==> src/rtl/max7219_col_scan_if.sv <==
// Column stream between the scanner and the MAX7219 SPI serialiser.
// Standard valid/ready handshake: a column transfers on any clock edge
// where col_valid and col_ready are both high.
interface max7219_col_scan_if #(
  parameter int N_MAT = 2,
  parameter int IDX_W = $clog2(8 * N_MAT)
);
  logic             col_valid;
  logic             col_ready;
  logic [7:0]       col_data;
  logic [IDX_W-1:0] col_idx;

  modport master (output col_valid, col_data, col_idx, input  col_ready);
  modport slave  (input  col_valid, col_data, col_idx, output col_ready);
endinterface

==> src/rtl/max7219_col_scan.sv <==
// Column scanner for N_MAT cascaded 8x8 MAX7219 matrices.
// A start request latches the pixel frame and the column order into shadow
// registers, then streams one column byte per handshake in chain order:
// highest-numbered matrix first. In loop mode the next frame is latched at
// the last transfer and scanning continues with no bubble.
module max7219_col_scan #(
  parameter int N_MAT = 2,
  parameter int IDX_W = $clog2(8 * N_MAT)
) (
  input  logic                 clk,
  input  logic                 rst_n,
  input  logic                 start_i,
  input  logic                 dir_i,
  input  logic                 loop_i,
  input  logic [64*N_MAT-1:0]  pixels_i,
  output logic                 busy_o,
  output logic                 frame_done_o,
  max7219_col_scan_if.master   col
);

  localparam int               PIX_W  = 64 * N_MAT;
  localparam logic [IDX_W-1:0] LAST_K = IDX_W'(8 * N_MAT - 1);

  typedef enum logic {S_IDLE, S_SCAN} state_e;

  state_e             state_q, state_d;
  logic [IDX_W-1:0]   k_q, k_d;
  logic               valid_q, valid_d;
  logic [7:0]         data_q, data_d;
  logic               done_q, done_d;
  logic [PIX_W-1:0]   pix_sh_q, pix_sh_d;
  logic               dir_sh_q, dir_sh_d;

  // Gather column b of matrix m into a byte: row 0 lands in the MSB.
  function automatic logic [7:0] col_byte(input logic [PIX_W-1:0] pix,
                                          input logic             dsel,
                                          input logic [IDX_W-1:0] k);
    logic [7:0] v;
    int         m;
    int         b;
    m = N_MAT - 1 - int'(k) / 8;
    b = dsel ? 7 - int'(k) % 8 : int'(k) % 8;
    v = '0;
    for (int r = 0; r < 8; r++) begin
      v[7-r] = pix[64*m + 8*r + b];
    end
    return v;
  endfunction

  wire xfer = valid_q && col.col_ready;

  // Next-state logic: frame load, column advance and end-of-frame handling.
  always_comb begin
    // NOTE: every signal gets a default before the case so no path through
    // this block leaves one unassigned, which would infer a latch.
    state_d  = state_q;
    k_d      = k_q;
    valid_d  = valid_q;
    done_d   = 1'b0;
    pix_sh_d = pix_sh_q;
    dir_sh_d = dir_sh_q;

    unique case (state_q)
      S_IDLE: begin
        if (start_i) begin
          pix_sh_d = pixels_i;
          dir_sh_d = dir_i;
          k_d      = '0;
          valid_d  = 1'b1;
          state_d  = S_SCAN;
        end
      end
      S_SCAN: begin
        if (xfer) begin
          if (k_q == LAST_K) begin
            done_d = 1'b1;
            if (loop_i) begin
              // Latch the next frame and present its column 0 straight away.
              pix_sh_d = pixels_i;
              dir_sh_d = dir_i;
              k_d      = '0;
            end else begin
              valid_d = 1'b0;
              state_d = S_IDLE;
            end
          end else begin
            k_d = k_q + IDX_W'(1);
          end
        end
      end
      default: state_d = S_IDLE;
    endcase

    // The column byte always tracks the next shadow/index, so it holds
    // whenever they hold (stalls, idle) and changes together with col_idx.
    data_d = col_byte(pix_sh_d, dir_sh_d, k_d);
  end

  // State, index, output and shadow registers.
  always_ff @(posedge clk or negedge rst_n) begin
    if (!rst_n) begin
      state_q  <= S_IDLE;
      k_q      <= '0;
      valid_q  <= 1'b0;
      data_q   <= 8'h00;
      done_q   <= 1'b0;
      // NOTE: the shadow frame is ordinary flops, not a RAM, so it is cleared
      // with everything else; col_data then reads 8'h00 straight out of reset.
      pix_sh_q <= '0;
      dir_sh_q <= 1'b0;
    end else begin
      // NOTE: non-blocking assignments make every register sample the values
      // from before the edge, independent of statement order.
      state_q  <= state_d;
      k_q      <= k_d;
      valid_q  <= valid_d;
      data_q   <= data_d;
      done_q   <= done_d;
      pix_sh_q <= pix_sh_d;
      dir_sh_q <= dir_sh_d;
    end
  end

  assign col.col_valid = valid_q;
  assign col.col_data  = data_q;
  assign col.col_idx   = k_q;
  assign busy_o        = (state_q == S_SCAN);
  assign frame_done_o  = done_q;

endmodule

==> src/flat_wrapper.sv <==
// flat-port wrapper written by rule: the top's interface ports become plain ports
module max7219_col_scan_flat 
#(
  parameter int N_MAT = 2,
  parameter int IDX_W = $clog2(8 * N_MAT)
)
  (clk, rst_n, start_i, dir_i, loop_i, pixels_i, busy_o, frame_done_o, col_col_valid, col_col_data, col_col_idx, col_col_ready);
  max7219_col_scan_if #(.N_MAT(N_MAT), .IDX_W(IDX_W)) col_i ();
  input  logic clk;
  input  logic rst_n;
  input  logic start_i;
  input  logic dir_i;
  input  logic loop_i;
  input  logic [64*N_MAT-1:0] pixels_i;
  output logic busy_o;
  output logic frame_done_o;
  output wire logic [$bits(col_i.col_valid)-1:0] col_col_valid;
  output wire logic [$bits(col_i.col_data)-1:0] col_col_data;
  output wire logic [$bits(col_i.col_idx)-1:0] col_col_idx;
  input wire logic [$bits(col_i.col_ready)-1:0] col_col_ready;
  assign col_col_valid = col_i.col_valid;
  assign col_col_data = col_i.col_data;
  assign col_col_idx = col_i.col_idx;
  assign col_i.col_ready = col_col_ready;
  max7219_col_scan #(.N_MAT(N_MAT), .IDX_W(IDX_W)) u_core (.clk(clk), .rst_n(rst_n), .start_i(start_i), .dir_i(dir_i), .loop_i(loop_i), .pixels_i(pixels_i), .busy_o(busy_o), .frame_done_o(frame_done_o), .col(col_i));
endmodule
==> config.mk <==
export PLATFORM = sky130hd
export DESIGN_NAME = max7219_col_scan_flat
export DESIGN_NICKNAME = d
export VERILOG_FILES = /design/src/rtl/max7219_col_scan_if.sv /design/src/rtl/max7219_col_scan.sv /design/src/flat_wrapper.sv
export SDC_FILE = /design/constraint.sdc
export NUM_CORES = 1
export LEC_CHECK = 0
export ABC_AREA = 1
export CAP_MARGIN = 20
export CORE_MARGIN = 4
export CORE_UTILIZATION = 45
export CTS_CLUSTER_SIZE = 24
export DETAILED_ROUTE_END_ITERATION = 10
export PLACE_DENSITY = 0.68
export SYNTH_ARGS = -nofsm -noshare
export SYNTH_HDL_FRONTEND = slang
export SYNTH_SLANG_ARGS = --single-unit
==> constraint.sdc <==
create_clock -name clk -period 5.9 [get_ports clk]
set_clock_uncertainty 0.05 [all_clocks]
set_input_delay 0.885 -clock clk [delete_from_list [all_inputs] [get_ports clk]]
set_output_delay 0.885 -clock clk [all_outputs]
set_load 0.01 [all_outputs]
==> out/qor.csv <==
metric,value,unit
clk sink count,144,
Mapped Nets,1169,
maximum fanout along the worst path,120,
final layout net count,1291,
root buffer cell,clkbuf_16,
Worst Hold Slack,0.432,ns
IO Count,149,
Tot Pwr,5.64,mW
Area after DPL,9050,um2
Cell variety after synth,26,
Max-Cap Viols,0,
drt drc,0,
layout cell share with drive strength beyond 1,4.71,%
overall die width,138,um
critical path required time,6.15,ns
sequential area share after synthesis,47.6,%
Final Wtd Congestion,0.894,
Pwr Density,586,nW/um2
DR iter-0 viols,558,
GRT Total Usage,22.2,%
setup_tns,0,ns
startpoint types,primary input,
cts bufs inserted,17,
hold crit path type,reg -> reg,
post-route insts no fill,1387,
hold path start,u_core.pix_sh_q[63],
#FFs+latches synth,144,
"Warnings, synthesis",0,
mux contribution to synthesized area,0,%
kind of critical path,in -> reg,
RSZ-0062 raised after global routing,no,
first-pass GRT wire length,32600,um
Post-Synth Simple-Gate Area,24.5,%
final setup violating endpoints,0,
"Period Utilization, post-route",61.8,%
initial antenna violation count,0,
largest net degree at the start of global routing,207,
vias in the first global route,6556,
xor/xnor share of the synthesized area,0.363,%
hpwl dp,14400,um
mapped cell area,7570,um2
drt total wl,20600,um
"commonest non-fill, non-tap cells in the layout","inv_1 (262), nand2_1 (248), nand3_1 (160)",
CTS tree,yes,
cells after synthesis,1034,
outcome,"complete, no violations",
area growth from synthesis to layout,27.0,%
Syn Area/Cell,7.32,um2
Max transition margin,38.3,%
r2r endpoint,u_core.col.col_data[0],
detailed-route vias per instance,4.87,
Max Slew Vio Count,0,
actual slew at the worst max-slew pin,0.923,ns
worst skew pair latency,0.42,ns
Arrival @ worst endpoint,3.90,ns
leakage power,4.86,nW
post-layout min period,3.64,ns
peak supply drop,0.000323,V
cts hold-fix bufs,0,
adder and majority gate portion of the synthesized area,0.165,%
via count,6749,
IO buf count,148,
Die Y,138,um
antenna cells,0,
Post-CTS Resized,0,
final instance area,9620,um2
clock-pin slew on the worst setup and hold paths,0.06,ns
FF-to-FF Start,u_core.col.col_idx[0],
GR Overflow Total,0,
Worst R2R Setup Slack,2.43,ns
hold depth,2,
"most common cell after layout, fill and taps aside",inv_1,
maximum clock frequency,0.274,GHz
H-tree levels,4,
Post-DRT Antenna Nets,0,
hold path endpoint,u_core.pix_sh_q[63],
critical path endpoint category,register,
Post-CTS Setup Inserts,0,
drt pass-1 iters,5,
FP Rows,47,
Register-to-Register Path Depth,16,
initial core utilization,45.8,%
Compound-Gate Fraction of Synth Area,9.38,%
largest buffer count on any clock path,2,
die area,19000,um2
routed wire length per instance,14.8,um
Fill cells,1555,
placed cells,1356,
"Hold Violations, Final",0,
Core ar.,16500,um2
largest family of logic cells by synthesized area,simple AND/OR/NAND/NOR gates,
-- cell families (layout without fill, tap and decap cells) --
group | after synthesis | in the layout
AO/OA/AOI/OAI | 138 | 138
buffers and inverters | 322 | 455
adder cells (fa/ha/maj) | 1 | 1
XOR/XNOR | 1 | 1
AND/OR/NAND/NOR | 428 | 428
flip-flops | 144 | 144
-- cells in the mapped netlist --
library cell	n	share of area, %
nor3_1	1	0.066
clkinv_1	1	0.050
nor2_1	8	0.40
nand2_1	248	12
buf_6	7	1.0
o21a_1	1	0.099
a21oi_1	1	0.066
dfrtp_1	144	48
nand3_1	160	11
inv_4	1	0.083
o21ai_2	2	0.23
o22a_2	1	0.13
o21ai_0	26	1.7
ha_1	1	0.17
nand2_2	4	0.33
o21ai_1	105	6.9
inv_2	6	0.30
o211ai_1	1	0.099
o31ai_1	1	0.099
buf_4	16	1.6
nand3_2	1	0.13
nor2_2	2	0.17
nand2_4	4	0.59
xor2_4	1	0.36
buf_2	29	1.9
inv_1	262	13
-- layout make-up --
| type | count | area (um2) | share of cell area [%] |
|---|---|---|---|
| Clock buffer | 25 | 485 | 5.05 |
| Multi-Input combinational cell | 568 | 2620 | 27.3 |
| Clock inverter | 5 | 56.3 | 0.586 |
| Timing Repair Buffer | 155 | 1560 | 16.2 |
| Sequential cell | 144 | 3600 | 37.5 |
| Inverter | 270 | 1020 | 10.6 |
| Tap cell | 220 | 275 | 2.86 |
-- critical path: stages --
cell             delay, ns
clkdlybuf4s50_1       0.45
nand2_1               0.12
nor2_1                0.16
nand3_1               0.20
nand2_8               0.39
buf_16                0.40
buf_4                 0.37
nand2_1               0.09
o21ai_1               0.15
nand2_1               0.08
nand3_1               0.14
nand3_1               0.10
nand3_1               0.16
nand2_1               0.08
-- where the power goes --
group	switching, mW	total, mW	leakage, nW	internal (mW)
combinational	1.96	2.97	2.95	1.01
sequential	0.164	1.66	1.65	1.50
clock	0.396	1.00	0.263	0.608
-- per-stage QoR --
stage / utilization, % / setup WS [ns]
after global routing: 58.2 / 2.02
after global placement: 54.7 / 1.90
after CTS: 58.0 / 2.26
after floorplan: - / 3.57
final: 58.2 / 2.26
after detailed placement: 54.7 / 1.82
-- sequential cells by signal, summed over array words and instances, names as in the netlist --
name and flops:
u_core.busy_o 1, u_core.col.col_data 8, u_core.col.col_idx 4, u_core.col.col_valid 1, u_core.dir_sh_q 1, u_core.frame_done_o 1, u_core.pix_sh_q 128
-- routing by layer --
metal / share of wire (%) / wire (um) / GRT usage (%)
met5: 0 / 0 / 0
met4: 1.7 / 353 / 6.70
met3: 6.0 / 1250 / 3.91
met2: 47 / 9670 / 35.9
met1: 45 / 9320 / 30.7
-- worst max-delay path by stage --
stage                     cells past startpoint                endpoint  slack (ns)     startpoint
after global placement                       13  u_core.col.col_data[0]        1.90  col_col_ready
after floorplan                              15  u_core.col.col_data[0]        3.57  col_col_ready
final                                        14  u_core.col.col_data[7]        2.26  col_col_ready
after global routing                         14  u_core.col.col_data[0]        2.02  col_col_ready
after CTS                                    13  u_core.col.col_data[0]        2.26  col_col_ready
after detailed placement                     13  u_core.col.col_data[0]        1.82  col_col_ready
Power figures use the tool's default switching activity.
